--- config.mk ---
export PLATFORM = sky130hd
export DESIGN_NAME = modn_seq_ctrl
export DESIGN_NICKNAME = d
export VERILOG_FILES = /design/src/rtl/modn_ctrl_pkg.sv /design/src/rtl/modn_updown_core.sv /design/src/rtl/modn_seq_ctrl.sv
export SDC_FILE = /design/constraint.sdc
export NUM_CORES = 1
export LEC_CHECK = 0
export CAP_MARGIN = 0
export CORE_MARGIN = 5
export CORE_UTILIZATION = 36
export DETAILED_ROUTE_END_ITERATION = 16
export PLACE_DENSITY = 0.6
export REMOVE_ABC_BUFFERS = 1
export SLEW_MARGIN = 20
export SYNTH_ARGS = -nofsm -noshare
export SYNTH_HDL_FRONTEND = slang
export SYNTH_SLANG_ARGS = --single-unit
--- constraint.sdc ---
create_clock -name clk -period 2.1 [get_ports clk]
set_input_delay 0.315 -clock clk [delete_from_list [all_inputs] [get_ports clk]]
set_output_delay 0.315 -clock clk [all_outputs]
set_load 0.05 [all_outputs]
--- src/rtl/modn_ctrl_pkg.sv ---
// ==========================================================================
// modn_ctrl_pkg : shared state encoding and constants for the mod-N sequencer
// Revision 1.0
// ==========================================================================
`default_nettype none

package modn_ctrl_pkg;

   typedef logic [1:0] state_t;

   localparam state_t ST_IDLE = 2'd0;
   localparam state_t ST_RUN  = 2'd1;
   localparam state_t ST_HOLD = 2'd2;

   localparam int   MIN_MOD = 2;
   localparam logic DIR_UP  = 1'b1;
   localparam logic DIR_DN  = 1'b0;

endpackage

`default_nettype wire

--- src/rtl/modn_updown_core.sv ---
// ==========================================================================
// modn_updown_core : mod-N up/down counter datapath; reverses at the ends
// instead of wrapping when MODN_PINGPONG_EN is defined and pingpong is set.
// Revision 1.0
// ==========================================================================
`default_nettype none

module modn_updown_core
   import modn_ctrl_pkg::*;
#(
   parameter int WIDTH = 4
) (
   input  logic             clk,
   input  logic             reset_n,
   input  logic             load,
   input  logic [WIDTH-1:0] load_val,
   input  logic             en,
   input  logic             dir,
   input  logic [WIDTH:0]   mod_n_eff,
`ifdef MODN_PINGPONG_EN
   input  logic             pingpong,
`endif
   output logic [WIDTH-1:0] count,
   output logic             term
);

   localparam logic [WIDTH-1:0] c_one   = WIDTH'(1);
   localparam logic [WIDTH:0]   c_one_x = (WIDTH+1)'(1);

   logic [WIDTH-1:0] count_q, count_d;
   logic             dir_q, dir_d;
   logic [WIDTH:0]   w_top;
   logic             w_at_top, w_at_bot;

   assign w_top    = mod_n_eff - c_one_x;
   assign w_at_top = ({1'b0, count_q} == w_top);
   assign w_at_bot = (count_q == '0);
   // term flags that the next step in the current direction is a wrap event
   assign term     = (dir_q == DIR_UP) ? w_at_top : w_at_bot;
   assign count    = count_q;

   always_comb begin
      count_d = count_q;
      dir_d   = dir_q;
      if (load) begin
         count_d = load_val;
         dir_d   = dir;
      end else if (en) begin
         if (dir_q == DIR_UP) begin
            if (w_at_top) begin
`ifdef MODN_PINGPONG_EN
               if (pingpong) begin
                  count_d = count_q - c_one;
                  dir_d   = DIR_DN;
               end else begin
                  count_d = '0;
               end
`else
               count_d = '0;
`endif
            end else begin
               count_d = count_q + c_one;
            end
         end else begin
            if (w_at_bot) begin
`ifdef MODN_PINGPONG_EN
               if (pingpong) begin
                  count_d = c_one;
                  dir_d   = DIR_UP;
               end else begin
                  count_d = w_top[WIDTH-1:0];
               end
`else
               count_d = w_top[WIDTH-1:0];
`endif
            end else begin
               count_d = count_q - c_one;
            end
         end
      end
   end

   always_ff @(posedge clk or negedge reset_n) begin
      if (!reset_n) begin
         count_q <= '0;
         dir_q   <= DIR_UP;
      end else begin
         count_q <= count_d;
         dir_q   <= dir_d;
      end
   end

endmodule

`default_nettype wire

--- src/rtl/modn_seq_ctrl.sv ---
// ==========================================================================
// modn_seq_ctrl : run/hold/abort sequencer around modn_updown_core with wrap
// budget and wrap/done pulses. Optional macro: MODN_PINGPONG_EN.
// Revision 1.0
// ==========================================================================
`default_nettype none

module modn_seq_ctrl
   import modn_ctrl_pkg::*;
#(
   parameter int WIDTH  = 4,
   parameter int WRAP_W = 8
) (
   input  logic              clk,
   input  logic              reset_n,
   input  logic              start,
   input  logic              dir,
   input  logic [WIDTH:0]    mod_n,
   input  logic [WRAP_W-1:0] num_wraps,
   input  logic              hold,
   input  logic              abort,
`ifdef MODN_PINGPONG_EN
   input  logic              pingpong,
`endif
   output logic [WIDTH-1:0]  count,
   output logic              busy,
   output logic              wrap,
   output logic              done
);

   localparam logic [WIDTH:0]   c_min = (WIDTH+1)'(MIN_MOD);
   localparam logic [WIDTH:0]   c_max = {1'b1, {WIDTH{1'b0}}};
   localparam logic [WIDTH-1:0] c_one = WIDTH'(1);

   state_t              state_q, state_d;
   logic [WIDTH:0]      mod_q;
   logic [WRAP_W-1:0]   nw_q;
   logic [WRAP_W-1:0]   wrap_cnt_q, wrap_cnt_d;
   logic                wrap_q, wrap_d;
   logic                done_q, done_d;

   logic [WIDTH:0]      w_mod_eff;
   logic [WIDTH-1:0]    w_load_val;
   logic [WRAP_W:0]     w_cnt_inc;
   logic                w_load, w_step, w_term, w_evt, w_final;

   always_comb begin
      if (mod_n < c_min)      w_mod_eff = c_min;
      else if (mod_n > c_max) w_mod_eff = c_max;
      else                    w_mod_eff = mod_n;
   end

   // Low WIDTH bits minus one also give 2**WIDTH-1 for the full-range modulus
   assign w_load_val = (dir == DIR_UP) ? '0 : (w_mod_eff[WIDTH-1:0] - c_one);
   assign w_cnt_inc  = {1'b0, wrap_cnt_q} + (WRAP_W+1)'(1);

   always_ff @(posedge clk or negedge reset_n) begin
      if (!reset_n) state_q <= ST_IDLE;
      else          state_q <= state_d;
   end

   always_comb begin
      state_d = state_q;
      case (state_q)
         ST_IDLE: if (start) state_d = ST_RUN;
         ST_RUN: begin
            if (abort)        state_d = ST_IDLE;
            else if (hold)    state_d = ST_HOLD;
            else if (w_final) state_d = ST_IDLE;
         end
         ST_HOLD: begin
            if (abort)        state_d = ST_IDLE;
            else if (!hold)   state_d = ST_RUN;
         end
         default:             state_d = ST_IDLE;
      endcase
   end

   always_comb begin
      busy       = (state_q != ST_IDLE);
      w_load     = (state_q == ST_IDLE) && start;
      w_step     = (state_q == ST_RUN) && !abort && !hold;
      w_evt      = w_step && w_term;
      w_final    = w_evt && (nw_q != '0) && (w_cnt_inc == {1'b0, nw_q});
      wrap_d     = w_evt;
      done_d     = w_final;
      wrap_cnt_d = wrap_cnt_q;
      if (w_load)
         wrap_cnt_d = '0;
      else if (w_evt && !w_cnt_inc[WRAP_W])
         wrap_cnt_d = w_cnt_inc[WRAP_W-1:0];
   end

`ifdef MODN_PINGPONG_EN
   logic pp_q;
`endif

   always_ff @(posedge clk or negedge reset_n) begin
      if (!reset_n) begin
         mod_q      <= c_min;
         nw_q       <= '0;
         wrap_cnt_q <= '0;
         wrap_q     <= 1'b0;
         done_q     <= 1'b0;
`ifdef MODN_PINGPONG_EN
         pp_q       <= 1'b0;
`endif
      end else begin
         if (w_load) begin
            mod_q <= w_mod_eff;
            nw_q  <= num_wraps;
`ifdef MODN_PINGPONG_EN
            pp_q  <= pingpong;
`endif
         end
         wrap_cnt_q <= wrap_cnt_d;
         wrap_q     <= wrap_d;
         done_q     <= done_d;
      end
   end

   assign wrap = wrap_q;
   assign done = done_q;

   modn_updown_core #(
      .WIDTH     (WIDTH)
   ) u_core (
      .clk       (clk),
      .reset_n   (reset_n),
      .load      (w_load),
      .load_val  (w_load_val),
      .en        (w_step),
      .dir       (dir),
      .mod_n_eff (mod_q),
`ifdef MODN_PINGPONG_EN
      .pingpong  (pp_q),
`endif
      .count     (count),
      .term      (w_term)
   );

endmodule

`default_nettype wire

# --- Word level (Yosys, flattened, before mapping) ---
# Index checks and enable logic that the tools add are counted.
# W data, S select, Z words.
totals:
  out_inout_bits: 7
  elab_cells: 57
  inputBits: 19
  regBits: 30
classes:
  n_lt_le_gt_ge: 2
  n_reduce_logical: 17
  n_mux: 18
  n_eq_ne: 7
  add_sub_neg: 5
op_table:
  columns: ["operator", "count"]
  rows:
  - ["$mux W4", 6]
  - ["$mux W8", 2]
  - ["$mux W2", 6]
  - ["$mux W5", 2]
  - ["$add A8 B1 Y9 const B", 1]
  - ["$eq A9 B8 Y1", 1]
  - ["$reduce_bool A8 Y1", 1]
  - ["$sub A4 B1 Y4 const B", 2]
  - ["$logic_and A1 B1 Y1", 7]
  - ["$pmux W2 S3", 1]
  - ["$reduce_bool A2 Y1", 3]
  - ["$eq A4 B5 Y1", 1]
  - ["$gt A5 B5 Y1 const B", 1]
  - ["$lt A5 B2 Y1 const B", 1]
  - ["$sub A5 B1 Y5 const B", 1]
  - ["$add A4 B1 Y4 const B", 1]
  - ["$logic_not A4 Y1", 1]
  - ["$ne A4 B4 Y1 const B", 1]
  - ["$logic_not A1 Y1", 3]
  - ["$ne A3 B3 Y1 const B", 1]
  - ["$reduce_and A3 Y1", 1]
  - ["$eq A2 B1 Y1 const B", 1]
  - ["$eq A2 B2 Y1 const B", 1]
  - ["$logic_not A2 Y1", 1]
  - ["other kinds (2)", 2]

# --- Depth between registers and ports, before layout ---
# Gate-level depths: netlist of the first run.
depth:
  word_depth: 10
  depth_mapped: 10
  ltp_nobuf: 8

# --- By module ---
# From an unflattened synthesis of the first run, not the netlist that was laid out.
hier_totals:
  cells_unflattened: 226
  area_unflattened_um2: 1943.1
modules_own_cells:
  columns: ["module", "area_each_um2", "cells_each", "instances", "seq_area_each_um2"]
  rows:
  - ["modn_seq_ctrl", 1376.3, 154, 1, 626.9]
  - ["modn_updown_core", 566.8, 72, 1, 126.4]

# --- Least setup slack after synthesis of the first run ---
# No wires, ideal clock.
synth_timing:
  path_type: "reg-to-reg"
  startpoint: "register u_core.count_q[0], in the netlist u_core.count[0]"
  endpoint: "register wrap_cnt_q[3]"
  stages_incl_launch_ff: 10
  t_required_ns: 1.974
  arrival_time_ns: 2.308
  synth_period_minus_slack_ns: 2.434
  path_buffers: 1
  setup_time_ns: 0.126
  setup_slack_ns: -0.334
  path_cell_list: "dfrtp_1 > clkbuf_2 > inv_1 > ha_1 > nor3b_2 > nor2_2 > a311o_1 > a21oi_4 > nor2_2 > a221o_1"
synth_between:
  elab_chain_len: 5
  word_cells_on_any_way: 6
  classes_between: "1 x eq/ne; 1 x mux; 4 x reduce/logical"
synth_lines:
  columns: ["item", "line", "rtl"]
  rows:
  - ["start: declaration", "modn_updown_core.sv:30", "logic [WIDTH-1:0] count_q, count_d;"]
  - ["start signal: assignment", "modn_updown_core.sv:88", "count_q <= count_d;"]
  - ["$eq A4 B5 Y1 / $logic_not A4 Y1 (equally long branches)", "modn_updown_core.sv:36, modn_updown_core.sv:37", null]
  - ["$mux W1 (*)", "modn_updown_core.sv:39", "assign term = (dir_q == DIR_UP) ? w_at_top : w_at_bot;"]
  - ["$logic_and A1 B1 Y1 (*)", "modn_seq_ctrl.sv:83", "w_evt = w_step && w_term;"]
  - ["$logic_and A1 B1 Y1 (*)", "modn_seq_ctrl.sv:90", "else if (w_evt && !w_cnt_inc[WRAP_W])"]
  - ["$reduce_bool A2 Y1 (no source line) (*)", null, null]
  - ["end signal: assignment", "modn_seq_ctrl.sv:116", "wrap_cnt_q <= wrap_cnt_d;"]
  - ["end: declaration", "modn_seq_ctrl.sv:38", "logic [WRAP_W-1:0] wrap_cnt_q, wrap_cnt_d;"]
# Mark *: on every way between the ends. The rest lies on a longest branch, timed or not.
# A chain may end at the register's enable or synchronous reset.

# --- Worst setup path after layout of the first run ---
layout_timing:
  startpoint: "register mod_q[1]"
  endpoint: "register wrap_cnt_q[2]"
layout_between:
  elab_chain_len: 6
layout_lines:
  columns: ["item", "line", "rtl"]
  rows:
  - ["start: declaration", "modn_seq_ctrl.sv:36", "logic [WIDTH:0] mod_q;"]
  - ["start signal: assignment", "modn_seq_ctrl.sv:100", "mod_q <= c_min;"]
  - ["start signal: assignment", "modn_seq_ctrl.sv:110", "mod_q <= w_mod_eff;"]
  - ["$sub A5 B1 Y5", "modn_updown_core.sv:35", "assign w_top = mod_n_eff - c_one_x;"]
  - ["$eq A4 B5 Y1", "modn_updown_core.sv:36", "assign w_at_top = ({1'b0, count_q} == w_top);"]
  - ["$mux W1", "modn_updown_core.sv:39", null]
  - ["$logic_and A1 B1 Y1", "modn_seq_ctrl.sv:83", null]
  - ["$logic_and A1 B1 Y1", "modn_seq_ctrl.sv:90", null]
  - ["$reduce_bool A2 Y1 (no source line)", null, null]
# No other way between the ends.

==> impl_metrics.toml, run 1 <==
[outcome]
outcome = "finished with violations"
violations = "setup timing"

[drt]
via_per_inst = 5.00
first_iter_violations = 48
via_count = 1681
final_antenna_net_count = 0
routed_wl_mm = 4.40
wire_per_inst_um = 13.1
drc = 0
firstDrtPassIters = 4

[grt]
overflow = 0
track_usage_pct = 13.3
grt_max_degree = 31
grt_pass1_wl_mm = 7.59
grt_antenna_before_repair = 0
grt_pass1_vias = 1588

[critical_path]
start_kind = "register"
slowest_delay_ps = 540
crit_path_start = "mod_q[1]"
cp_top_family = "compound AO/OA/AOI/OAI gates"
arrival_ps = 2350
cp_data_required_time_ps = 2320
r2r_slack_ps = -40
worstSetupEndpointType = "register"
path_cells = "inv_2 > ha_4 > or2_1 > a31oi_2 > o211ai_4 > a21oi_4 > mux2_4 > mux2i_1"
cp_max_fo = 6
crit_type = "register to register"
critPathBufInv = 1
worst_path_max_delay_cell = "dfstp_2"
r2r_cells = 8
crit_path_end = "wrap_cnt_q[2]"
rr_endpoint = "wrap_cnt_q[2]"
timing.rr.start = "mod_q[1]"
path_depth = 8

[hold_path]
hp-class = "primary input to async pin"

[pwr]
power_frac_comb_pct = 46.2
power.total_mw = 2.39
max-vdd-ir-drop_mv = 0.371
switching_share_pct = 38.4
seqPwrFrac_pct = 33.6
p_per_area_nw_per_um2 = 920
p_sw_mw = 0.917
p_leak_nw = 1.14
intPower_mw = 1.47
clkPwrFrac_pct = 20.2

[yosys]
yosysMostFrequentCell = "nand2_1"
synth_warnings = 0
yosys.area.top_type = "dfrtp_1"
syn_avg_cell_area_sq_um = 9.25
synth_commonest_cells = "nand2_1, dfrtp_1, o21ai_0, xnor2_1, nor2_1"
synth_edf_count = 0
synth_seq_cells = 30
syn_area_sq_um = 1970
seq_area_frac_synth_pct = 38.2
async_flop_share_pct = 100
synth_top_area_share_pct = 35.6
syn_inst = 213
synth_area_leaders = "dfrtp_1, nand2_1, xnor2_1, o21ai_0, ha_1"
synth_cell_types = 58
synth-main-ff-cell = "dfrtp_1"

[timing]
rsz0062_at_grt = "true"
finalHoldViolations = 0
fmax_ghz = 0.467
finalMaxSlewViolations = 0
finalWorstSetupSlack_ps = -39.0
setup_violations = 5
relSlewSlack_pct = 66.7
fin_skew_ps = 6.53
worstMarginPinSlew_ps = 498
timing.setup.tns_ps = -110
whs_ps = 411
period_needed_ps = 2140
period_share_pct = 102

[clocking]
ctsHoldBuffers = 0
cts_buffers = 5
htreeDepth = 2
cts-root-buf = "clkbuf_8"
cts.path.max_buffers = 2
cts_tree = "built"
clock_latency_ps = 290
cts.sinks = 30
clk_pin_slew_ps = 70

[floorplan]
dieWidth_um = 84.0
die-height_um = 84.0
start_util_pct = 36.5
row_count = 27
core_area_sq_um = 5410
die_area_sq_um = 7050
ios = 26

[final_layout]
area_growth_pct = 31.7
multi_input_area_sq_um = 1160
diodes = 0
final_core_util_pct = 48.0
nets = 287
regArea_sq_um = 753
drive_gt1_share_pct = 22.7
nFillCells = 524

[placed_design]
gp_congestion = 0.874
port_buffers = 25
place_worst_setup_slack_ps = -154
dp_hpwl_mm = 3.26

[job]
drv_cap = 0
## worst reg2reg max path, cell delays in order (launching register included)
cell and delay [ps]:
dfstp_2 540, inv_2 50, ha_4 170, or2_1 220
a31oi_2 230, o211ai_4 130, a21oi_4 290, mux2_4 330
mux2i_1 120
## sequential cells by signal, summed over array words and instances, names as in the netlist
register / cells
mod_q: 5
wrap_cnt_q: 8
wrap: 1
nw_q: 8
done: 1
u_core.count: 4
u_core.dir_q: 1
state_q: 2
## power by group through the flow
stage	clock (mW)	sequential (mW)	combinational, mW
2_1_floorplan	0	0.942	0.545
3_3_place_gp	0	0.812	1.04
3_5_place_dp	0	0.813	1.04
4_1_cts	0.496	0.804	1.07
5_1_grt	0.518	0.824	1.20
6_report	0.483	0.803	1.10
## cell families after synthesis
kind of cell    Yosys count  synth area share, %
compound gates           45                 18.0
buf+inv                  19                 5.08
simple gates             90                 23.7
mux                       5                 2.73
flops                    30                 38.2
xor+xnor                 19                 9.14
fa+ha+maj                 5                 3.17
## per-layer routing
metal	track usage (%)	vias to the layer above	part of all wire, %	wire length, um
met5	0	-	0	0
met3	3.36	6	3.3	143
met4	4.39	0	1.6	70
li1	-	854	-	-
met2	20.5	24	45	1980
met1	18.1	797	50	2200
## layout by cell type, fill, tap and decap left out, types with 2 or more instances in the layout
cell	Yosys	final
nor2_1	11	11
mux2i_1	2	2
clkbuf_8	1	6
a221o_1	2	2
a21oi_1	6	6
inv_1	9	8
nor3b_1	2	2
dfrtp_1	28	28
ha_1	5	4
dfstp_2	2	2
xor2_1	6	5
a22o_1	2	2
nor4_1	5	5
nor3_1	3	3
mux2_4	0	2
or3_1	2	2
nand2_1	42	42
and3_1	4	4
nand4_1	2	2
clkdlybuf4s50_1	0	25
xnor2_1	12	11
nand3_1	5	5
o21ai_0	14	14
buf_4	0	27
o22ai_1	2	2
a31oi_1	3	3
## worst min-delay path by stage
stage | startpoint | end | slack [ps] | cells after the start
after floorplan | reset_n | done | 20 | 0
after global placement | nw_q[0] | nw_q[0] | 510 | 2
after detailed placement | nw_q[0] | nw_q[0] | 510 | 2
after CTS | reset_n | wrap_cnt_q[0] | 420 | 2
after global routing | reset_n | wrap_cnt_q[0] | 450 | 2
final | reset_n | wrap_cnt_q[0] | 410 | 2
## cell type report
type / instances / area share (%)
multi-input combinational: 164 / 44.8
clock inverter: 1 / 0.193
inverter: 9 / 1.30
sequential: 30 / 29.0
tap: 72 / 3.47
clock buffer: 7 / 3.33
timing repair buffer: 53 / 17.9
## metrics by stage
stage	instance area, sq um	cells
after global routing	2600	336
after detailed placement	2430	325
after CTS	2550	333
final	2600	336
after global placement	2430	325
after floorplan	1900	203
## what timing repair did
| action | CTS | global route |
|---|---|---|
| endpoints found under the setup margin | 9 | 10 |
| pin swaps | 7 | 5 |
| gates resized for setup | 6 | 4 |
| setup buffers | 0 | 3 |
Power figures use the tool's default switching activity.
==> run 2: changes to the inputs <==
- CORE_UTILIZATION: 36 -> 50
- PLACE_DENSITY: 0.6 -> 0.78
==> run 2 against run 1 <==
The flow still finishes with violations (setup timing). Largest cell class unchanged. Hold slack got worse by 5.3 ps. First-iteration DRC count increased to 3.0 times the previous value. Largest power group unchanged. Combinational power about the same. Global-route usage increased by 6.8 points. Clock power increased by 53%. Clock-buffer cell count decreased by 1. Cell area increased by 2.2%. Critical path depth increased by 1. Sequential cell count unchanged.
==> impl_metrics.toml, run 2 (same netlist as run 1, synthesis figures left out) <==
[outcome]
outcome = "finished with violations"
violations = "setup timing"

[timing]
fin_skew_ps = 11.7
period_needed_ps = 2200
finalMaxSlewViolations = 0
fmax_ghz = 0.455
finalWorstSetupSlack_ps = -96.4
setup_violations = 7
whs_ps = 406
relSlewSlack_pct = 62.0
finalHoldViolations = 0
rsz0062_at_grt = "true"
period_share_pct = 105
worstMarginPinSlew_ps = 570
timing.setup.tns_ps = -411

[clocking]
cts.path.max_buffers = 2
htreeDepth = 2
cts_buffers = 5
cts.sinks = 30
cts-root-buf = "clkbuf_8"
cts_tree = "built"
clock_latency_ps = 300
clk_pin_slew_ps = 70
ctsHoldBuffers = 0

[grt]
grt_pass1_vias = 1739
grt_antenna_before_repair = 0
track_usage_pct = 20.1
grt_max_degree = 31
grt_pass1_wl_mm = 8.14
overflow = 0

[pwr]
switching_share_pct = 36.1
max-vdd-ir-drop_mv = 0.760
intPower_mw = 1.71
p_sw_mw = 0.966
power.total_mw = 2.68
power_frac_comb_pct = 42.2
p_leak_nw = 1.19
clkPwrFrac_pct = 27.6
p_per_area_nw_per_um2 = 1010
seqPwrFrac_pct = 30.2

[drt]
wire_per_inst_um = 15.8
final_antenna_net_count = 0
via_per_inst = 5.65
first_iter_violations = 142
via_count = 1770
routed_wl_mm = 4.94
drc = 0
firstDrtPassIters = 4

[critical_path]
crit_type = "register to register"
worst_path_max_delay_cell = "dfstp_2"
start_kind = "register"
critPathBufInv = 2
path_cells = "inv_2 > ha_4 > xnor2_1 > a211oi_2 > o211ai_4 > a21oi_4 > buf_6 > and4_4 > o22ai_2"
arrival_ps = 2360
slowest_delay_ps = 540
cp_data_required_time_ps = 2260
cp_top_family = "compound AO/OA/AOI/OAI gates"
worstSetupEndpointType = "register"
cp_max_fo = 5

[floorplan]
ios = 26
start_util_pct = 52.6
core_area_sq_um = 3740
row_count = 22
die_area_sq_um = 5300
die-height_um = 72.8
dieWidth_um = 72.8

[final_layout]
diodes = 0
reg_top3 = "nw_q x8, wrap_cnt_q x8, mod_q x5"
final_core_util_pct = 70.9
nets = 288
final_common_cell = "nand2_1"
final_area_sq_um = 2650
final_cell_mix = "nand2_1, dfrtp_1, buf_4"
drive_gt1_share_pct = 24.5
area_growth_pct = 34.6
nFillCells = 298

[placed_design]
placed_area_sq_um = 2410
port_buffers = 25
gp_congestion = 0.869
dp_hpwl_mm = 3.44

[job]
drv_cap = 0

[hold_path]
hp-class = "primary input to async pin"
## run 2: metrics by stage
step / std cells / setup slack (ps)
global route: 313 / -171
CTS: 312 / -75.4
detailed placement: 300 / -153
global placement: 300 / -68.1
floorplan: 203 / -346
finish: 313 / -96.4
## run 2: power by group through the flow
stage          clock network (mW)  registers, mW  logic [mW]
3_5_place_dp                    0          0.813        1.07
5_1_grt                     0.778          0.827        1.22
3_3_place_gp                    0          0.811        1.04
4_1_cts                     0.748          0.806        1.11
2_1_floorplan                   0          0.942       0.545
6_report                    0.739          0.809        1.13
## run 2: area by class of cell
cell class	instances	area (sq um)	area share, %
multi-input cells	164	1170	44.1
clock buffers	6	82.6	3.11
repair buffers	54	494	18.6
well taps	48	60.1	2.26
inverters	9	33.8	1.27
clock inverters	2	60.1	2.26
flip-flops and latches	30	753	28.4
## run 2: layer usage
layer	track usage, %	routed length (um)	vias to the layer above
li1	-	-	854
met1	24.5	2030	826
met2	32.1	2360	73
met3	6.61	368	17
met4	9.02	183	0
met5	0	0	-
## run 2: what timing repair did
item / 4_1_cts / 5_1_grt
buffers inserted: 3 / 2
cloned: 1 / 0
pin swaps: 8 / 5
setup endpoints to repair: 11 / 12
resized for setup: 10 / 5
## run 2: worst paths after layout
kind,from,to,slack [ps],cells past startpoint
min reg2reg,nw_q[0],nw_q[0],540,2
min in group clk,nw_q[0],nw_q[0],540,2
max reg2reg,mod_q[1],state_q[0],-100,9
max in group asynchronous,reset_n,mod_q[1],1370,2
min,reset_n,nw_q[3],410,2
max,mod_q[1],state_q[0],-100,9
==> run 3: changes to the inputs <==
- CELL_PAD_IN_SITES_DETAIL_PLACEMENT: default -> 1
- CELL_PAD_IN_SITES_GLOBAL_PLACEMENT: default -> 2
- CORE_UTILIZATION: 50 -> 31
==> run 3 against run 2 <==
The flow still finishes with violations (setup timing). Utilization shrank 29 points. Wire length grew 9.6%. Power shrank 7.7%. Sequential power grew 0.6%. Hold slack gained 10 ps. Clock power shrank 31%. Die area grew 52%. Largest power group unchanged.
==> impl_metrics.toml, run 3 (same netlist as run 1, synthesis figures left out) <==
[timing]
whs_ps = 416
period_share_pct = 102
worstMarginPinSlew_ps = 506
timing.setup.tns_ps = -116
period_needed_ps = 2140
finalMaxSlewViolations = 0
rsz0062_at_grt = "true"
finalHoldViolations = 0
finalWorstSetupSlack_ps = -40.6
setup_violations = 5
relSlewSlack_pct = 66.2
fmax_ghz = 0.467
fin_skew_ps = 4.43

[critical_path]
cp_top_family = "compound AO/OA/AOI/OAI gates"
path_cells = "inv_2 > ha_4 > xor2_2 > a211oi_2 > o211ai_4 > a21oi_4 > buf_6 > and4_4 > o22ai_1"
start_kind = "register"
arrival_ps = 2310
slowest_delay_ps = 540
timing.rr.start = "mod_q[1]"
crit_type = "register to register"
worstSetupEndpointType = "register"
critPathBufInv = 2
cp_data_required_time_ps = 2270
cp_max_fo = 5
crit_path_start = "mod_q[1]"
worst_path_max_delay_cell = "dfstp_2"

[placed_design]
gp_congestion = 0.833
dp_cells = 333
dp_hpwl_mm = 3.92
place_worst_setup_slack_ps = -125
placed_area_sq_um = 2460
port_buffers = 25

[floorplan]
die-height_um = 89.7
start_util_pct = 31.4
core_area_sq_um = 6280
die_area_sq_um = 8050
dieWidth_um = 89.7
row_count = 29
ios = 26

[clocking]
cts.path.max_buffers = 2
cts_buffers = 5
cts_tree = "built"
clk_pin_slew_ps = 70
ctsHoldBuffers = 0
cts.sinks = 30
htreeDepth = 2
cts-root-buf = "clkbuf_8"
clock_latency_ps = 280

[pwr]
seqPwrFrac_pct = 32.9
switching_share_pct = 40.0
p_leak_nw = 1.16
p_sw_mw = 0.989
p_per_area_nw_per_um2 = 937
power.total_mw = 2.47
max-vdd-ir-drop_mv = 0.342
power_frac_comb_pct = 46.5
intPower_mw = 1.48
clkPwrFrac_pct = 20.6

[final_layout]
final_common_cell = "nand2_1"
final_cell_mix = "nand2_1, buf_4, dfrtp_1"
drive_gt1_share_pct = 24.6
area_growth_pct = 33.9
diodes = 0
nets = 291
stdcell_count = 345
final_core_util_pct = 42.0
final_area_sq_um = 2640
reg_top3 = "nw_q x8, wrap_cnt_q x8, mod_q x5"
nFillCells = 732

[grt]
grt_pass1_wl_mm = 9.14
overflow = 0
track_usage_pct = 13.8
grt_antenna_before_repair = 0
grt_pass1_vias = 1835
grt_max_degree = 31

[drt]
first_iter_violations = 75
via_count = 1738
via_per_inst = 5.04
wire_per_inst_um = 15.7
drc = 0
firstDrtPassIters = 4
routed_wl_mm = 5.42
final_antenna_net_count = 0

[job]
drv_cap = 0

[outcome]
violations = "setup timing"
outcome = "finished with violations"

[hold_path]
hp-class = "primary input to async pin"
-- run 3: final timing paths --
path	endpoint	slack, ps	depth (start not counted)
min in group clk	nw_q[2]	530	2
worst min-delay path	u_core.count[0]	420	2
worst max register to register	state_q[0]	-40	9
worst max-delay path	state_q[0]	-40	9
max in group asynchronous	mod_q[1]	1330	2
worst min register to register	nw_q[2]	530	2
-- run 3: per-layer routing --
layer / share of wire, % / global-route usage [%] / up-vias
li1: - / - / 863
met1: 51 / 19.1 / 841
met2: 45 / 21.1 / 26
met3: 3.0 / 2.75 / 8
met4: 1.5 / 5.16 / 0
met5: 0 / 0 / -
-- run 3: cell type report --
| class | instances | area, sq um | share of cell area [%] |
|---|---|---|---|
| inverters | 9 | 33.8 | 1.28 |
| clock buffers | 6 | 82.6 | 3.13 |
| flip-flops and latches | 30 | 753 | 28.5 |
| repair buffers | 57 | 495 | 18.8 |
| multi-input cells | 164 | 1160 | 44.1 |
| clock inverters | 2 | 12.5 | 0.474 |
| well taps | 77 | 96.3 | 3.65 |
-- run 3: repair_timing --
action                                  4_1_cts  5_1_grt
buffers inserted                              1        2
pin swaps                                     9        3
cloned                                        1        0
endpoints found under the setup margin        9       10
gates resized for setup                       6        5
-- run 3: power by group through the flow --
stage | Combinational (mW) | Clock, mW | Sequential, mW
6_report | 1.15 | 0.509 | 0.814
5_1_grt | 1.25 | 0.548 | 0.834
4_1_cts | 1.11 | 0.522 | 0.810
3_5_place_dp | 1.08 | 0 | 0.819
3_3_place_gp | 1.08 | 0 | 0.815
2_1_floorplan | 0.545 | 0 | 0.942
